`src/rtl/rgb_pwm_driver.sv`:
```
// rgb_pwm_driver: three-channel LED PWM driver for colour values that arrive
// asynchronously to clk. New duties take effect only at PWM period boundaries.
module rgb_pwm_driver #(
  parameter int WIDTH    = 4,
  parameter int PRESCALE = 256
) (
  input  logic             clk,
  input  logic             reset,
  input  logic [WIDTH-1:0] val_red,
  input  logic [WIDTH-1:0] val_green,
  input  logic [WIDTH-1:0] val_blue,
  output logic             led_red,
  output logic             led_green,
  output logic             led_blue,
  output logic             period_start
);

  localparam int MAXSTEP = (1 << WIDTH) - 1;
  localparam int PW      = (PRESCALE > 1) ? $clog2(PRESCALE) : 1;
  localparam logic [PW-1:0]    PRESC_LAST = PW'(PRESCALE - 1);
  localparam logic [WIDTH-1:0] STEP_LAST  = WIDTH'(MAXSTEP - 1);

  logic [2:0][WIDTH-1:0] valIn;
  logic [2:0][WIDTH-1:0] sync1;
  logic [2:0][WIDTH-1:0] sync2;
  logic [2:0][WIDTH-1:0] sync3;
  logic [2:0][WIDTH-1:0] shadow;
  logic [2:0][WIDTH-1:0] duty;
  logic [PW-1:0]         prescCnt;
  logic [WIDTH-1:0]      stepCnt;
  logic                  tick;
  logic                  periodEnd;
  logic [2:0]            ledNext;

  assign valIn     = {val_blue, val_green, val_red};
  assign tick      = (prescCnt == PRESC_LAST);
  assign periodEnd = tick && (stepCnt == STEP_LAST);

  // Shadow only follows a value seen unchanged on two consecutive samples,
  // so a multi-bit value caught mid-transition is never taken.
  always_ff @(posedge clk or posedge reset) begin
    if (reset) begin
      sync1  <= '0;
      sync2  <= '0;
      sync3  <= '0;
      shadow <= '0;
    end else begin
      sync1 <= valIn;
      sync2 <= sync1;
      sync3 <= sync2;
      for (int c = 0; c < 3; c++) begin
        if (sync2[c] == sync3[c]) begin
          shadow[c] <= sync2[c];
        end
      end
    end
  end

  always_ff @(posedge clk or posedge reset) begin
    if (reset) begin
      prescCnt     <= '0;
      stepCnt      <= '0;
      duty         <= '0;
      period_start <= 1'b0;
    end else begin
      period_start <= 1'b0;
      prescCnt     <= tick ? '0 : prescCnt + 1'b1;
      if (periodEnd) begin
        stepCnt      <= '0;
        duty         <= shadow;
        period_start <= 1'b1;
      end else if (tick) begin
        stepCnt <= stepCnt + 1'b1;
      end
    end
  end

  // stepCnt never exceeds MAXSTEP-1, so an all-ones duty keeps the LED high.
  always_comb begin
    ledNext = '0;
    for (int c = 0; c < 3; c++) begin
      ledNext[c] = (stepCnt < duty[c]);
    end
  end

  always_ff @(posedge clk or posedge reset) begin
    if (reset) begin
      led_red   <= 1'b0;
      led_green <= 1'b0;
      led_blue  <= 1'b0;
    end else begin
      led_red   <= ledNext[0];
      led_green <= ledNext[1];
      led_blue  <= ledNext[2];
    end
  end

endmodule

```
`config.mk`:
```
export PLATFORM = sky130hd
export DESIGN_NAME = rgb_pwm_driver
export DESIGN_NICKNAME = d
export VERILOG_FILES = /design/src/rtl/rgb_pwm_driver.sv
export SDC_FILE = /design/constraint.sdc
export NUM_CORES = 1
export LEC_CHECK = 0
export CAP_MARGIN = 25
export CELL_PAD_IN_SITES_DETAIL_PLACEMENT = 0
export CELL_PAD_IN_SITES_GLOBAL_PLACEMENT = 1
export CORE_UTILIZATION = 30
export CTS_BUF_LIST = sky130_fd_sc_hd__clkbuf_8
export CTS_CLUSTER_SIZE = 30
export DETAILED_ROUTE_END_ITERATION = 8
export GPL_ROUTABILITY_DRIVEN = 0
export GPL_TIMING_DRIVEN = 0
export PLACE_DENSITY_LB_ADDON = 0.1
export RECOVER_POWER = 25
export SYNTH_ARGS = -nofsm -noshare
export SYNTH_HDL_FRONTEND = slang
export SYNTH_SLANG_ARGS = --single-unit
```
`constraint.sdc`:
```
create_clock -name clk -period 2.5 [get_ports clk]
set_input_delay 0.75 -clock clk [delete_from_list [all_inputs] [get_ports clk]]
set_output_delay 0.75 -clock clk [all_outputs]
set_load 0.02 [all_outputs]
```
# Word-level counts from Yosys, hierarchy flattened
# Cells that the tools add are included.
# totals
wordCells	37
inputBits	14
reg_bits	76
output_inout_bits	4
# op_classes
add_sub_neg	2
muxes	4
eq_ne	5
magnitude_cmp	3
reduce_logical	2
# ops
operator	count
$eq A4 B4 Y1	3
$lt A4 B4 Y1	3
$add A8 B1 Y8 const B	1
$eq A8 B8 Y1 const B	1
$mux W4	2
$mux W8	1
$add A4 B1 Y4 const B	1
$eq A4 B4 Y1 const B	1
$reduce_bool A2 Y1	1
$logic_and A1 B1 Y1	1
$mux W1	1

# Logic depth before layout (Yosys ltp)
# depth
word_depth	3
depth_mapped	7

# Worst setup path before layout
# OpenSTA, ideal clock, no wires.
# synth_path
path_kind	register to register
start	register prescCnt[0]
end	register duty[0] in the netlist's numbering
required_ps	2375
slack_ps	669
t_arrival_ps	1706
setup_time_ps	125
path_stages_with_launch	8
cell_sequence	dfrtp_1 -> ha_1 -> and4_4 -> and4_4 -> and2_4 -> buf_6 -> buf_12 -> mux2_4
# synth_via
elab_chain_len	2
# synth_rtl
element	line_no	source
from (decl)	29	logic [PW-1:0] prescCnt;
from (signal assigned)	67	prescCnt <= tick ? '0 : prescCnt + 1'b1;
$eq A8 B8 Y1	36	assign tick = (prescCnt == PRESC_LAST);
$logic_and A1 B1 Y1	37	assign periodEnd = tick && (stepCnt == STEP_LAST);
net periodEnd	32	logic periodEnd;
to (signal assigned)	70	duty <= shadow;
to (decl)	28	logic [2:0][WIDTH-1:0] duty;
# The timed path passes the listed nets, and every way through them passes these cells.
# A chain may end at the register's enable or synchronous reset.

# Worst setup path in the final report
# Same ends and word-level chain as after synthesis.

==> results.md <==
- Area of the die: just under 10000 um2
- Via count normalized by instance count: 4.20
- Half-perimeter wire length after placement: 2990 um
- Routed vias: 1499
- Max Cap Violations: 0
- GRT Resource Usage Total: between 10% and 20%
- Clock input transition at the sequential cells of the worst setup and hold paths: ~0.07 ns
- CTS Hold Bufs: 0
- Number of nets with antenna violations after routing: 0
- Seq cells post-synth: 76
- Inserted Diodes: 0
- Post CTS Setup Buffer Count: 0
- Number of nets in the layout: between 200 and 300
- DRT Pass-1 Iters: 4
- Number of standard-cell rows in the floorplan: 35
- CP arrival: roughly 2.2 ns
- Crit path max-delay cell type: dfrtp_1
- Net count after synthesis: 222
- Max Fclk: approximately 0.49 GHz
- Most frequent standard cell in the layout excluding fill and tap cells: dfrtp_1
- Hold violation count in the final report: 0
- Proportion of layout cells with a drive suffix above 1: between 10% and 20%
- Max VDD drop: between 0.2 and 0.25 mV
- Maximum level of the CTS H-tree: 3
- Final max-slew violation count: 0
- Total Routed Length: between 4000 and 5000 um
- Setup repair after global routing missed its margin: no
- DRC violations left: 0
- Worst slew slack as a fraction of its limit: between 40% and 50%
- Initial core utilization: between 30% and 40%
- Run status: finished, final reports clean
- Chip width: 99.6 um
- Largest stage delay on the critical path: ~0.42 ns
- Wire length of the first global-routing pass: approximately 7900 um
- Class of the most critical setup path: flip-flop to flip-flop
- Remaining global-route overflow: 0
- Final setup violation count: 0
- Actual slew at the worst max-slew pin: just under 0.9 ns
- Maximum number of pins on one net before global-route repair: 42
- CTS tree: yes
- Clock Latency Late Sink: roughly 0.33 ns
- Core ar.: between 9000 and 10000 um2
- Number of buffers between clock root and the deepest sink: 2
- Total leakage power: between 1 and 1.5 nW
- Number of clock buffers inserted by TritonCTS: 9
- Period minus WS final: about 2.0 ns
- Commonest cells after routing, fill and taps aside: 76 x dfrtp_1, 16 x nand2_1, 12 x ha_1, 12 x dlygate4sd3_1, 11 x mux2_2
- Clock Tree Root: clkbuf_8
- Kind of cell adding the most delay to the critical path: simple AND/OR/NAND/NOR gates
- Period Utilization, post-route: about four fifths
- Final worst clock skew: 0.00741 ns
- Power density of the placed cells: 712 nW/um2
- DRC violation total after the first TritonRoute iteration: 17
- Number of library cell types mapped by synthesis: 26
- Count of mapped cells out of synthesis: 196
- Sequential-to-total area share from yosys stat: about two thirds
- CP most frequent cell: and4_4
- Required time worst endpoint: 2.71 ns
- Top-level port count: 18
- Core utilization of the finished layout: a little under two fifths
- Proportion of netlist area held by the largest area contributor: about two thirds
- Worst hold-check path type: flip-flop to flip-flop
- Vertical extent of the die: ~100 um
- Synth Warn #: 0
- Resized Gates After CTS: 0
- Area growth from synthesis to final layout: 19.1%
- Buffers added on ports: 17
- Crit end category: flip-flop
- Setup TNS: 0 ns
- Detail-routed net length per standard cell: around 12 um
- Biggest area consumer among synthesized cells: dfrtp_1
- Clock tree sinks: 76
- Number of global-route vias before repair: 1628
- Initial antenna violation count: 0
- Largest driver fanout on the critical path: 10
- Worst setup SP type: flip-flop
- Cell area after synthesis: roughly 2900 um2
- Buf/Inv on CP: 2
- Chain of cells forming the critical path: ha_1 > and4_4 > and4_4 > and2_4 > buf_6 > buf_12 > mux2_4
- Leading post-synthesis cells by cell area: dfrtp_1 67%, ha_1 5.3%, mux2_4 4.7%, mux2_2 4.3%, xnor2_1 3.1%
- Avg Synthesized Cell Area: 14.6 um2
-- cell usage after synthesis --
| master | n |
|---|---|
| a21boi_0 | 3 |
| a31oi_1 | 1 |
| and2_1 | 1 |
| and2_4 | 1 |
| and3_2 | 2 |
| and4_1 | 1 |
| and4_4 | 2 |
| buf_12 | 1 |
| buf_6 | 1 |
| dfrtp_1 | 76 |
| ha_1 | 12 |
| inv_1 | 11 |
| mux2_2 | 11 |
| mux2_4 | 9 |
| nand2_1 | 16 |
| nand3_1 | 4 |
| nand4_1 | 3 |
| nor2_1 | 7 |
| nor2b_1 | 1 |
| nor4_1 | 1 |
| o21ai_0 | 8 |
| o2bb2ai_1 | 3 |
| o31ai_1 | 3 |
| or3_1 | 1 |
| xnor2_1 | 10 |
| xor2_1 | 7 |
-- routing by layer --
| metal | share of wire, % | GRT usage, % | vias up |
|---|---|---|---|
| li1 | - | - | 723 |
| met1 | 49 | 13.4 | 751 |
| met2 | 48 | 16.1 | 20 |
| met3 | 2.2 | 2.74 | 5 |
| met4 | 1.1 | 6.45 | 0 |
| met5 | 0 | 0 | - |
-- worst register-to-register path: cells and delay by family (launching register included) --
| family | cells | cell delay (ns) |
|---|---|---|
| mux | 1 | 0.30 |
| flops | 1 | 0.42 |
| buf+inv | 2 | 0.26 |
| fa+ha+maj | 1 | 0.23 |
| simple gates | 3 | 0.69 |
-- metrics by stage --
stage	total power [mW]	area, um2	worst slack (ns)	hold WS [ns]	cells
final	2.42	3400	0.477	0.350	357
after global routing	2.57	3400	0.398	0.359	357
after CTS	2.48	3400	0.458	0.354	357
after global placement	1.55	3190	0.0645	0.333	342
after floorplan	1.50	2860	0.669	0.331	196
after detailed placement	1.56	3210	0.482	0.335	343
-- flip-flops by register name (all words and copies together), names as in the netlist --
signal,cells
led_red,1
stepCnt,4
prescCnt,8
led_green,1
led_blue,1
sync3,12
duty,12
sync2,12
shadow,12
period_start,1
sync1,12
-- area by class of cell --
type	instances	area (um2)
inverter	11	45.0
multi-input combinational	107	881
sequential	76	1900
fill	896	5840
clock buffer	10	138
clock inverter	4	51.3
timing repair buffer	18	190
buffer	2	31.3
tap	129	161
-- logic make-up (layout without fill, tap and decap cells) --
kind of cell / count (synthesis) / in the layout / share of synthesized area [%]
flip-flops: 76 / 76 / 66.6
AND/OR/NAND/NOR: 40 / 40 / 7.19
multiplexers: 20 / 20 / 9.07
AO/OA/AOI/OAI: 18 / 18 / 4.12
XOR/XNOR: 17 / 17 / 5.21
buffers and inverters: 13 / 45 / 2.54
adder cells (fa/ha/maj): 12 / 12 / 5.26
-- report_power, final --
part           total [mW]  switching [mW]  internal, mW  leakage (nW)
sequential           1.39          0.0563          1.33         0.942
combinational       0.137          0.0580        0.0792         0.448
clock               0.895           0.417         0.477        0.0942
total                2.42           0.532          1.89          1.48
-- worst paths after layout --
check | start | slack (ns) | to | cells past startpoint
min in group asynchronous | reset | 0.94 | sync3[6]$_DFF_PP0_ | 2
setup / recovery | prescCnt[0]$_DFF_PP0_ | 0.48 | duty[0]$_DFFE_PP0P_ | 7
hold reg to reg | sync1[9]$_DFF_PP0_ | 0.35 | sync2[9]$_DFF_PP0_ | 0
hold / removal | sync1[9]$_DFF_PP0_ | 0.35 | sync2[9]$_DFF_PP0_ | 0
setup reg to reg | prescCnt[0]$_DFF_PP0_ | 0.48 | duty[0]$_DFFE_PP0P_ | 7
max in group asynchronous | reset | 0.92 | prescCnt[6]$_DFF_PP0_ | 3
Power figures use the tool's default switching activity.
